<file path="config.mk">
export PLATFORM = sky130hd
export DESIGN_NAME = bus_arbit_rr4_flat
export DESIGN_NICKNAME = d
export VERILOG_FILES = /design/src/rtl/bus_arbit_rr4_if.sv /design/src/rtl/bus_arbit_rr4.sv /design/src/flat_wrapper.sv
export SDC_FILE = /design/constraint.sdc
export NUM_CORES = 1
export LEC_CHECK = 0
export ABC_AREA = 1
export ABC_CLOCK_PERIOD_IN_PS = 1700
export CAP_MARGIN = 20
export CORE_UTILIZATION = 48
export DETAILED_ROUTE_END_ITERATION = 6
export PLACE_DENSITY = 0.74
export SETUP_SLACK_MARGIN = 0.02
export SYNTH_ARGS = -nofsm -noshare
export SYNTH_HDL_FRONTEND = slang
export SYNTH_SLANG_ARGS = --single-unit
</file>
<file path="constraint.sdc">
create_clock -name clk -period 1.7 [get_ports clk]
set_input_delay 0.34 -clock clk [delete_from_list [all_inputs] [get_ports clk]]
set_output_delay 0.34 -clock clk [all_outputs]
set_load 0.02 [all_outputs]
</file>
<file path="src/rtl/bus_arbit_rr4_if.sv">
// Request/grant bundle between the four bus masters and the round-robin arbiter.
// The master modport drives requests; the slave modport is the arbiter side.
interface bus_arbit_rr4_if;
    logic [3:0] m_req;
    logic [3:0] m_grant;
    logic [1:0] grant_id;
    logic       grant_valid;
    logic       preempt;

    modport master (
        output m_req,
        input  m_grant,
        input  grant_id,
        input  grant_valid,
        input  preempt
    );

    modport slave (
        input  m_req,
        output m_grant,
        output grant_id,
        output grant_valid,
        output preempt
    );
endinterface

</file>
<file path="src/rtl/bus_arbit_rr4.sv">
// Four-master round-robin bus arbiter with registered one-hot grant, binary
// grant_id and a hold limit that forces rotation when others are waiting.
module bus_arbit_rr4 #(
    parameter int unsigned MAX_HOLD = 16,
    parameter int unsigned CNT_W    = 5
) (
    input  logic           clk,
    input  logic           reset_n,
    bus_arbit_rr4_if.slave bus
);

    typedef enum logic {IDLE, GRANT} state_t;

    localparam logic             HOLD_EN  = (MAX_HOLD != 0);
    localparam logic [CNT_W-1:0] HOLD_LIM = HOLD_EN ? CNT_W'(MAX_HOLD - 1) : '0;
    localparam logic [CNT_W-1:0] HOLD_SAT = CNT_W'(MAX_HOLD);

    state_t           state_q, state_d;
    logic [3:0]       grant_q, grant_d;
    logic [1:0]       id_q, id_d;
    logic             valid_q, valid_d;
    logic             preempt_q, preempt_d;
    logic [1:0]       last_q, last_d;
    logic [CNT_W-1:0] hold_q, hold_d;

    logic [3:0] owner_mask;
    logic [3:0] others;
    logic [1:0] win;
    logic       expired;
    logic       take;

    // First requester found searching upward from base+1, wrapping mod 4.
    function automatic logic [1:0] rr_pick(input logic [3:0] req, input logic [1:0] base);
        logic [1:0] idx;
        logic [1:0] sel;
        logic       found;
        sel   = base;
        found = 1'b0;
        for (int unsigned i = 1; i <= 4; i++) begin
            idx = base + 2'(i);
            if (!found && req[idx]) begin
                sel   = idx;
                found = 1'b1;
            end
        end
        return sel;
    endfunction

    always_ff @(posedge clk or negedge reset_n) begin
        if (!reset_n) begin
            state_q   <= IDLE;
            grant_q   <= '0;
            id_q      <= '0;
            valid_q   <= 1'b0;
            preempt_q <= 1'b0;
            last_q    <= 2'd3;
            hold_q    <= '0;
        end else begin
            state_q   <= state_d;
            grant_q   <= grant_d;
            id_q      <= id_d;
            valid_q   <= valid_d;
            preempt_q <= preempt_d;
            last_q    <= last_d;
            hold_q    <= hold_d;
        end
    end

    always_comb begin
        state_d   = state_q;
        grant_d   = grant_q;
        id_d      = id_q;
        valid_d   = valid_q;
        preempt_d = 1'b0;
        last_d    = last_q;
        hold_d    = hold_q;
        take      = 1'b0;

        // The owner is never a candidate, so release and expiry share one search.
        owner_mask = (state_q == GRANT) ? (4'b0001 << id_q) : 4'b0000;
        others     = bus.m_req & ~owner_mask;
        win        = rr_pick(others, last_q);
        expired    = HOLD_EN && (hold_q >= HOLD_LIM);

        case (state_q)
            IDLE: begin
                if (|bus.m_req) begin
                    take = 1'b1;
                end
            end
            GRANT: begin
                if (!bus.m_req[id_q]) begin
                    if (|others) begin
                        take = 1'b1;
                    end else begin
                        state_d = IDLE;
                        grant_d = '0;
                        valid_d = 1'b0;
                        hold_d  = '0;
                    end
                end else if (expired && (|others)) begin
                    take      = 1'b1;
                    preempt_d = 1'b1;
                end else if (HOLD_EN && (hold_q < HOLD_SAT)) begin
                    hold_d = hold_q + 1'b1;
                end
            end
            default: begin
                state_d = IDLE;
            end
        endcase

        if (take) begin
            state_d = GRANT;
            grant_d = 4'b0001 << win;
            id_d    = win;
            valid_d = 1'b1;
            last_d  = win;
            hold_d  = '0;
        end
    end

    assign bus.m_grant     = grant_q;
    assign bus.grant_id    = id_q;
    assign bus.grant_valid = valid_q;
    assign bus.preempt     = preempt_q;

endmodule

</file>
<file path="src/flat_wrapper.sv">
// flat-port wrapper written by rule: the top's interface ports become plain ports
module bus_arbit_rr4_flat 
#(
    parameter int unsigned MAX_HOLD = 16,
    parameter int unsigned CNT_W    = 5
)
  (clk, reset_n, bus_m_req, bus_m_grant, bus_grant_id, bus_grant_valid, bus_preempt);
  bus_arbit_rr4_if bus_i ();
  input  logic clk;
  input  logic reset_n;
  input wire logic [$bits(bus_i.m_req)-1:0] bus_m_req;
  output wire logic [$bits(bus_i.m_grant)-1:0] bus_m_grant;
  output wire logic [$bits(bus_i.grant_id)-1:0] bus_grant_id;
  output wire logic [$bits(bus_i.grant_valid)-1:0] bus_grant_valid;
  output wire logic [$bits(bus_i.preempt)-1:0] bus_preempt;
  assign bus_i.m_req = bus_m_req;
  assign bus_m_grant = bus_i.m_grant;
  assign bus_grant_id = bus_i.grant_id;
  assign bus_grant_valid = bus_i.grant_valid;
  assign bus_preempt = bus_i.preempt;
  bus_arbit_rr4 #(.MAX_HOLD(MAX_HOLD), .CNT_W(CNT_W)) u_core (.clk(clk), .reset_n(reset_n), .bus(bus_i));
endmodule
</file>
Word-level counts from Yosys, hierarchy flattened
Cells that the tools add are included.
{"block": "totals", "register_bits": 16, "input_bits": 6, "output_inout_bits": 8}
{"block": "op_classes", "addsub": 4, "order_cmp": 7, "n_eq_ne": 5, "shift": 2, "mux": 42, "bitwise": 3, "reduce_logical": 12}
{"op": "2-to-1 mux 5 bit", "n": 6}
{"op": "2-to-1 mux 1 bit", "n": 21}
{"op": "2-to-1 mux 4 bit", "n": 5}
{"op": "less-than comparator 2 x 3 -> 1 bit (second input constant)", "n": 5}
{"op": "binary-select mux 1 bit (select 2 bit)", "n": 5}
{"op": "2-to-1 mux 2 bit", "n": 4}
{"op": "OR reduction 4 bit", "n": 2}
{"op": "<< shifter 1 x 2 -> 4 bit (first input constant)", "n": 2}
{"op": "!= test 3 x 2 -> 1 bit (second input constant)", "n": 2}
{"op": "adder 5 x 1 -> 5 bit (second input constant)", "n": 1}
{"op": "greater-or-equal comparator 5 x 4 -> 1 bit (second input constant)", "n": 1}
{"op": "less-than comparator 5 bit (second input constant)", "n": 1}
{"op": "adder 2 bit (second input constant)", "n": 2}
{"op": "AND 4 bit", "n": 1}
{"op": "logical AND 1 bit", "n": 4}
{"op": "!= test 2 x 1 -> 1 bit (second input constant)", "n": 2}
{"op": "inverter 4 bit", "n": 1}
{"op": "AND reduction 4 bit", "n": 1}
{"op": "zero test 1 bit", "n": 3}
{"op": "!= test 3 x 1 -> 1 bit (second input constant)", "n": 1}
{"op": "AND reduction 3 bit", "n": 1}
{"op": "adder 2 x 1 -> 2 bit (second input constant)", "n": 1}
{"op": "case mux 1 bit (2 select lines)", "n": 1}
{"op": "nonzero test 2 bit", "n": 1}
{"op": "inverter 1 bit", "n": 1}

Depth between registers and ports, before layout
Gate-level depths: netlist of run 1.
{"block": "logic_depth", "depth_word": 18, "mapped_depth": 13, "ltp_nobuf": 13}

Least setup slack after synthesis of run 1
No wires, ideal clock.
{"block": "synth_path", "path_kind": "register -> register", "from": "register u_core.hold_q[0]", "to": "register u_core.grant_q[3] (netlist: u_core.bus.m_grant[3])", "arrival_time_ps": 1621, "slack_ps": -37, "stages_incl_launch_ff": 13, "n_path_buf": 0, "synth_period_minus_slack_ps": 1737, "cell_sequence": "dfrtp_1 ha_1 inv_1 nor2_1 ha_1 nor2_1 nand2_1 o21ai_4 inv_1 nand2_1 inv_1 nand2_1 nand2_1"}
{"block": "synth_via", "elab_chain_cells": 7, "word_cells_on_any_way": 10, "classes_between": "1 x order compare; 2 x eq/ne; 4 x mux; 3 x reduce/logical"}
{"element": "start: declaration", "line": "bus_arbit_rr4.sv:24", "rtl": "logic [CNT_W-1:0] hold_q, hold_d;"}
{"element": "start signal: assignment", "line": "bus_arbit_rr4.sv:65", "rtl": "hold_q <= hold_d;"}
{"element": "greater-or-equal comparator 5 x 4 -> 1 bit (*)", "line": "bus_arbit_rr4.sv:83", "rtl": "expired = HOLD_EN && (hold_q >= HOLD_LIM);"}
{"element": "logical AND 1 bit (*)", "line": "bus_arbit_rr4.sv:101", "rtl": "end else if (expired && (|others)) begin"}
{"element": "2-to-1 mux 1 bit (*)", "line": "bus_arbit_rr4.sv:101"}
{"element": "2-to-1 mux 1 bit (*)", "line": "bus_arbit_rr4.sv:92", "rtl": "if (!bus.m_req[id_q]) begin"}
{"element": "case mux 1 bit (2 select lines) (*)", "line": "bus_arbit_rr4.sv:85", "rtl": "case (state_q)"}
{"element": "!= test 2 x 1 -> 1 bit (no line) / nonzero test 2 bit (equally long branches)"}
{"element": "AND reduction 3 bit (no line)"}
{"element": "end signal: assignment", "line": "bus_arbit_rr4.sv:60", "rtl": "grant_q <= grant_d;"}
{"element": "end: declaration", "line": "bus_arbit_rr4.sv:19", "rtl": "logic [3:0] grant_q, grant_d;"}
Mark *: on every way between the ends. The rest lies on a longest branch, timed or not.
A chain may end at the register's enable or synchronous reset.

Worst setup path after layout of run 1
{"block": "layout_path", "from": "register u_core.hold_q[1]", "to": "register u_core.hold_q[4]"}
{"block": "layout_via", "elab_chain_cells": 7, "word_cells_on_any_way": 17, "classes_between": "1 x add/sub; 2 x order compare; 3 x eq/ne; 8 x mux; 3 x reduce/logical"}
{"element": "greater-or-equal comparator 5 x 4 -> 1 bit", "line": "bus_arbit_rr4.sv:83"}
{"element": "logical AND 1 bit", "line": "bus_arbit_rr4.sv:101"}
{"element": "2-to-1 mux 1 bit", "line": "bus_arbit_rr4.sv:101"}
{"element": "2-to-1 mux 1 bit", "line": "bus_arbit_rr4.sv:92"}
{"element": "case mux 1 bit (2 select lines)", "line": "bus_arbit_rr4.sv:85"}
{"element": "!= test 3 x 1 -> 1 bit (no line) (tied with other cells)"}
{"element": "AND reduction 4 bit (no line)"}
Several ways; a longest one is shown, not always the timed one. The select of a mux whose other input is x is not followed.

==> results of run 1 <==
[synthesized netlist by cell type, drive strengths merged]
| library cell | instances | area, um^2 |
|---|---|---|
| o31ai | 1 | 7.510 |
| ha | 2 | 25.02 |
| dfstp | 2 | 52.55 |
| nand2 | 49 | 201.4 |
| nand3 | 26 | 160.2 |
| nor2 | 8 | 32.54 |
| xor2 | 2 | 25.03 |
| and3 | 1 | 6.260 |
| nor4 | 1 | 6.260 |
| inv | 12 | 45.04 |
| o21bai | 1 | 7.510 |
| dfrtp | 14 | 350.3 |
| buf | 2 | 22.52 |
| a31o | 1 | 8.760 |
| xnor2 | 2 | 17.52 |
| nand4 | 7 | 50.05 |
| o21ai | 5 | 36.29 |
[per-layer routing]
layer / track usage (%) / vias up
met2: 42.13 / 44
li1: - / 545
met5: 0 / -
met4: 10.78 / 0
met3: 1.869 / 13
met1: 36.51 / 548
[layout make-up]
type | count | area [um^2]
fillers | 116 | 367.9
inverters | 12 | 52.55
flip-flops and latches | 16 | 405.4
multi-input cells | 106 | 750.7
well taps | 27 | 33.78
repair buffers | 44 | 375.4
clock buffers | 4 | 36.28
[stage by stage]
step	TNS (ps)	power (mW)
floorplan	0	1.826
global placement	-2645	2.385
detailed placement	-3100	2.435
CTS	-39.22	3.001
global route	-2013	3.565
finish	-781.3	3.311
[cells by family (layout without fill, tap and decap cells)]
family          after synthesis  count (layout)  share of synthesized area (%)
compound gates                8               8                          5.695
xor+xnor                      4               4                          4.034
fa+ha+maj                     2               2                          2.372
buf+inv                      14              60                          6.405
flops                        16              16                          38.20
simple gates                 92              92                          43.30
[power breakdown]
group / leakage, nW / internal [mW] / switching, mW
registers: 0.196 / 0.528 / 0.148
logic: 0.575 / 1.04 / 1.34
clock network: 0.0210 / 0.130 / 0.125
[worst paths after layout]
check / endpoint / cells past startpoint
max: u_core.hold_q[4] / 10
min: u_core.hold_q[4] / 2
max reg2reg: u_core.hold_q[4] / 10
min reg2reg: u_core.bus.m_grant[0] / 2
max in group asynchronous: u_core.last_q[1] / 2
min in group clk: u_core.bus.m_grant[0] / 2
[state kept, by name, indices dropped and copies added (netlist names)]
register,flops
u_core.bus.grant_id,2
u_core.bus.grant_valid,1
u_core.bus.m_grant,4
u_core.bus.preempt,1
u_core.hold_q,5
u_core.last_q,2
u_core.state_q,1
[timing repair]
item	4_1_cts	5_1_grt
setup endpoints to repair	15	14
gates resized for setup	25	27
hold endpoints to repair	0	0
pin swaps	5	5
buffers inserted	6	2
==> impl_metrics.csv, run 1 <==
group,metric,value,unit
critical_path,path_cells,"ha_2, inv_2, nor2_2, ha_2, nor2_4, nand2_4, nand2_2, nand3_4, buf_4, o31ai_2",
run,maxCapViolations,0,
cts,cts_buffer_depth,2,
placement,place_congestion,0.8713,
critical_path,cp_slowest_stage_delay,410,ps
cts,cts_inserted_buffers,3,
cells_and_area,fin_cells,209,
pwr,power.density,2002,nW/um^2
pwr,cellLeakagePower,0.7910,nW
placement,dp_cells,198,
grt,grt_first_pass_wirelength,4878,um
outcome,outcome,"finished with violations",
drt,via_per_inst,5.502,
timing,finClkSkew,3.535,ps
floorplanning,start_util,52.17,%
drt,dr.pass1.iters,4,
placement,placement.io_buffers,13,
placement,place_area,1384,um^2
drt,ant_nets,0,
cts,cts_tree,"done",
critical_path,start_kind,"flip-flop",
placement,dp_hpwl,1940,um
critical_path,cp_slowest_cell,"dfrtp_1",
floorplanning,boundaryPins,14,
critical_path,worstSetupPathType,"flip-flop to flip-flop",
cells_and_area,mostFrequentLayoutCells,"35 x nand2_1, 27 x buf_4, 14 x nand3_1, 12 x dfrtp_1, 11 x clkdlybuf4s50_1",
synth,ys_types,26,
drt,vias,1150,
timing,final-hold-violation-count,0,
drt,top_layer,"met4",
floorplanning,die-area,2389,um^2
critical_path,end_kind,"flip-flop",
drt,first_iter_violations,32,
floorplanning,row_count,16,
synth,avgSynthCellArea,7.756,um^2
timing,finalSetupViolCount,13,
hold_path,min_path_type,"input port to asynchronous set/reset pin",
cells_and_area,drive_above_1_share,49.45,%
critical_path,worst-path-buf-inv,2,
placement,place_ws,-263.6,ps
cells_and_area,finalInstanceArea,1654,um^2
critical_path,cp_max_fo,4,
cells_and_area,layout_commonest_cell,"nand2_1",
synth,ys_seq_elements,16,
synth,synthesis.instances,136,
timing,finalCritPeriodShare,105.8,%
drt,wl_per_cell,15.25,um
timing,slew_violations,0,
critical_path,r2r-start,"u_core.hold_q[1]",
critical_path,cp-startpoint,"u_core.hold_q[1]",
cts,postCtsHoldBufs,0,
cts,insertion_delay,290,ps
floorplanning,coreArea,2022,um^2
outcome,violations,"setup timing",
drt,met2_length,1588,um
pwr,vdd_drop_max,1.571,mV
floorplanning,die_w,48.88,um
grt,overflow,0,
critical_path,rrSetupSlack,-100,ps
cts,cts_root_buffer,"clkbuf_4",
critical_path,cp_top_family,"simple AND/OR/NAND/NOR gates",
drt,wl_met3,148,um
drt,wirelength,3187,um
critical_path,cp.required,1900,ps
drt,drc,0,
grt,grt_start_max_net_pins,17,
cells_and_area,nNetsFinal,191,
grt,antenna_found_initial,0,
cts,clock_sinks,16,
cells_and_area,antennaDiodeCount,0,
cts,cts_max_level,1,
timing,rsz0062_at_grt,"yes",
synth,synth-seq-area-share,38.20,%
timing,max_clock_freq,555.9,MHz
timing,timing.final.ws_setup,-98.97,ps
grt,grtUsageTotal,26.21,%
floorplanning,fp.dieH,48.88,um
drt,wirelength_met1,1347,um
cts,path_clk_slew,100,ps
critical_path,crit_top_cell,"ha_2",
cells_and_area,area_delta_synth_final,56.82,%
timing,period_needed,1799,ps
timing,slew_headroom,82.76,%
synth,syn-cell-area,1055,um^2
cells_and_area,postLayoutCoreUtil,81.81,%
synth,ys_warn_count,0,
timing,worst-slew-pin-transition,258.5,ps
grt,grt_pass1_vias,1101,
critical_path,arrival,2000,ps
timing,finalHoldWorstSlack,356.2,ps
synth,synthesis.nets,144,
No activity file was read; power rests on OpenSTA's default activity.
==> run 2: changes to the inputs <==
--- a/config.mk
+++ b/config.mk
@@ -5,12 +5,11 @@
 export SDC_FILE = /design/constraint.sdc
 export NUM_CORES = 1
 export LEC_CHECK = 0
-export ABC_AREA = 1
 export ABC_CLOCK_PERIOD_IN_PS = 1700
 export CAP_MARGIN = 20
-export CORE_UTILIZATION = 48
+export CORE_UTILIZATION = 49
 export DETAILED_ROUTE_END_ITERATION = 6
-export PLACE_DENSITY = 0.74
+export PLACE_DENSITY = 0.75
 export SETUP_SLACK_MARGIN = 0.02
 export SYNTH_ARGS = -nofsm -noshare
 export SYNTH_HDL_FRONTEND = slang
==> impl_metrics.csv, run 2 <==
group,metric,value,unit
timing,finalCritPeriodShare,120.5,%
synth,ys_seq_elements,16,
critical_path,cp_max_fo,7,
pwr,p_clk_share,6.9,%
synth,synth-seq-area-share,36.30,%
placement,placement.io_buffers,13,
critical_path,end_kind,"flip-flop",
pwr,cellInternalPower,1.876,mW
synth,synth_top_family_by_area,"compound AO/OA/AOI/OAI gates",
grt,antenna_found_initial,0,
synth,ys_warn_count,0,
synth,synthesis.instances,104,
cells_and_area,largest_reg_flops,5,
outcome,violations,"setup timing",
pwr,vdd_drop_max,1.534,mV
pwr,p_comb_share,70.9,%
timing,max_clock_freq,488.0,MHz
timing,final-hold-violation-count,0,
synth,ys_types,47,
pwr,power.density,1896,nW/um^2
critical_path,worstSetupPathType,"flip-flop to flip-flop",
synth,synth_xor_area_share,0.7892,%
synth,syn-cell-area,1110,um^2
pwr,cellLeakagePower,0.7496,nW
drt,dr.pass1.iters,4,
cells_and_area,area_delta_synth_final,53.10,%
cells_and_area,fin_cells,181,
grt,grt_first_pass_wirelength,5085,um
floorplanning,coreArea,2042,um^2
grt,grtUsageTotal,27.08,%
timing,finalSetupViolCount,16,
drt,drc,0,
critical_path,start_kind,"flip-flop",
synth,synth_area_leaders,"dfrtp_1 32%, dfstp_2 4.7%, o21ai_0 4.1%",
cells_and_area,layout_commonest_cell,"buf_4",
floorplanning,fp.dieH,49.59,um
drt,via_per_inst,6.094,
pwr,p_sw,1.346,mW
placement,dp_cells,168,
critical_path,arrival,2230,ps
synth,async_flop_share,100.0,%
timing,timing.final.ws_setup,-349.0,ps
synth,synth-adder-area-share,2.255,%
floorplanning,die_w,49.59,um
pwr,switching_share,41.77,%
cells_and_area,mostFrequentLayoutCells,"35 x buf_4, 12 x dfrtp_1, 7 x clkdlybuf4s50_1, 6 x nand2_1, 6 x dlygate4sd2_1",
timing,finClkSkew,6.350,ps
timing,finalHoldWorstSlack,353.0,ps
synth,avgSynthCellArea,10.67,um^2
placement,place_congestion,0.9028,
timing,slew_headroom,77.43,%
pwr,seq_power_share,22.2,%
synth,synth.most_common_cell,"dfrtp_1",
synth,synth_flop_cell,"dfrtp_1",
cts,path_clk_slew,110,ps
drt,wl_per_cell,18.12,um
drt,first_iter_violations,29,
cts,insertion_delay,290,ps
synth,synthMuxAreaShare,8.230,%
cells_and_area,postLayoutCoreUtil,83.21,%
cells_and_area,n_fill_cell,121,
cts,cts_tree,"done",
cts,cts_buffer_depth,2,
drt,ant_nets,0,
cts,cts_inserted_buffers,3,
cells_and_area,nNetsFinal,163,
timing,rsz0062_at_grt,"yes",
grt,overflow,0,
floorplanning,die-area,2459,um^2
synth,synth.top_cell.area_share,31.57,%
timing,period_needed,2049,ps
cells_and_area,multiInputGateArea,795.8,um^2
outcome,outcome,"finished with violations",
cts,cts_max_level,1,
placement,dp_hpwl,2016,um
cts,clock_sinks,16,
grt,grt_start_max_net_pins,17,
synth,synth_edf_count,0,
drt,vias,1103,
run,maxCapViolations,0,
drt,wirelength,3280,um
cells_and_area,drive_above_1_share,53.90,%
cts,postCtsHoldBufs,0,
synth,yosysTopAreaCell,"dfrtp_1",
hold_path,min_path_type,"input port to asynchronous set/reset pin",
floorplanning,boundaryPins,14,
floorplanning,start_util,54.35,%
timing,worst-slew-pin-transition,337.8,ps
timing,slew_violations,0,
synth,synthesis.nets,112,
cells_and_area,regMostFlops,"u_core.hold_q",
cells_and_area,antennaDiodeCount,0,
grt,grt_pass1_vias,1062,
synth,yosys.area_share.simple,21.87,%
cts,cts_root_buffer,"clkbuf_4",
synth,synth_common_cells,"14 x dfrtp_1, 9 x o21ai_0, 6 x nand2_1",
critical_path,cp.required,1880,ps
floorplanning,row_count,16,
cells_and_area,final-seq-area,405.4,um^2
synth,synth_compound_area_share,25.03,%
## run 2: changes by cell type after synthesis, sizes merged, moves of 3 or more
cell | before | now
nor2 | 8 | 2
o31ai | 1 | 4
inv | 12 | 5
o21ai | 5 | 10
nor3b | 0 | 3
mux2 | 0 | 4
nand2 | 49 | 6
and3 | 1 | 5
nand4 | 7 | 1
a2bb2oi | 0 | 3
o21a | 0 | 3
nand3 | 26 | 2
## run 2: repair_timing
action,CTS,global route
pin swaps,11,12
gates resized for setup,30,14
setup endpoints to repair,18,16
setup buffers,3,6
## run 2: per-layer routing
| metal | wire length (um) | GRT usage, % |
|---|---|---|
| met3 | 153 | 4.321 |
| met2 | 1633 | 44.59 |
| met1 | 1439 | 36.43 |
| met4 | 55 | 7.619 |
| met5 | 0 | 0 |
## run 2: final cells by class
type                       count  area share [%]
timing repair buffer          51           24.67
sequential                    16           23.86
tap                           27           1.988
multi-input combinational     78           46.83
clock buffer                   4           1.546
inverter                       5           1.105
## run 2: kinds of logic (layout without fill, tap and decap cells)
family	count (synthesis)	in the layout
mux	7	7
compound gates	35	35
simple gates	33	33
fa+ha+maj	2	2
xor+xnor	1	1
flops	16	16
buf+inv	10	60
## run 2: power groups by stage
stage | logic (mW) | registers (mW) | clock network [mW]
6_report | 2.28 | 0.715 | 0.222
5_1_grt | 2.42 | 0.723 | 0.238
4_1_cts | 1.95 | 0.692 | 0.221
3_5_place_dp | 1.72 | 0.693 | 0
3_3_place_gp | 1.66 | 0.688 | 0
2_1_floorplan | 1.05 | 0.741 | 0
## run 2: worst max-delay path: stages (launching register included)
cell	delay, ps
dfrtp_1	380
ha_2	190
and3_4	180
ha_4	130
nor2_4	30
and3_4	140
o31a_1	370
or2_4	300
a32o_1	220
## run 2: metrics by stage
stage | cell area (um^2) | TNS, ps | power [mW] | setup WS, ps
final | 1699 | -4096 | 3.222 | -349.0
after global routing | 1699 | -5029 | 3.385 | -396.5
after CTS | 1589 | -3795 | 2.859 | -333.6
after detailed placement | 1458 | -9484 | 2.413 | -685.4
after global placement | 1458 | -8875 | 2.352 | -642.4
after floorplan | 1119 | -4935 | 1.792 | -447.9
## run 2: path summary, 6_finish.rpt
kind | startpoint | to | slack [ps] | cells after the start
hold / removal | reset_n | u_core.hold_q[2] | 350 | 2
hold reg to reg | u_core.bus.grant_valid | u_core.bus.grant_valid | 500 | 2
setup reg to reg | u_core.hold_q[0] | u_core.bus.m_grant[3] | -350 | 8
max in group asynchronous | reset_n | u_core.last_q[0] | 1090 | 2
setup / recovery | u_core.hold_q[0] | u_core.bus.m_grant[3] | -350 | 8
min in group clk | u_core.bus.grant_valid | u_core.bus.grant_valid | 500 | 2
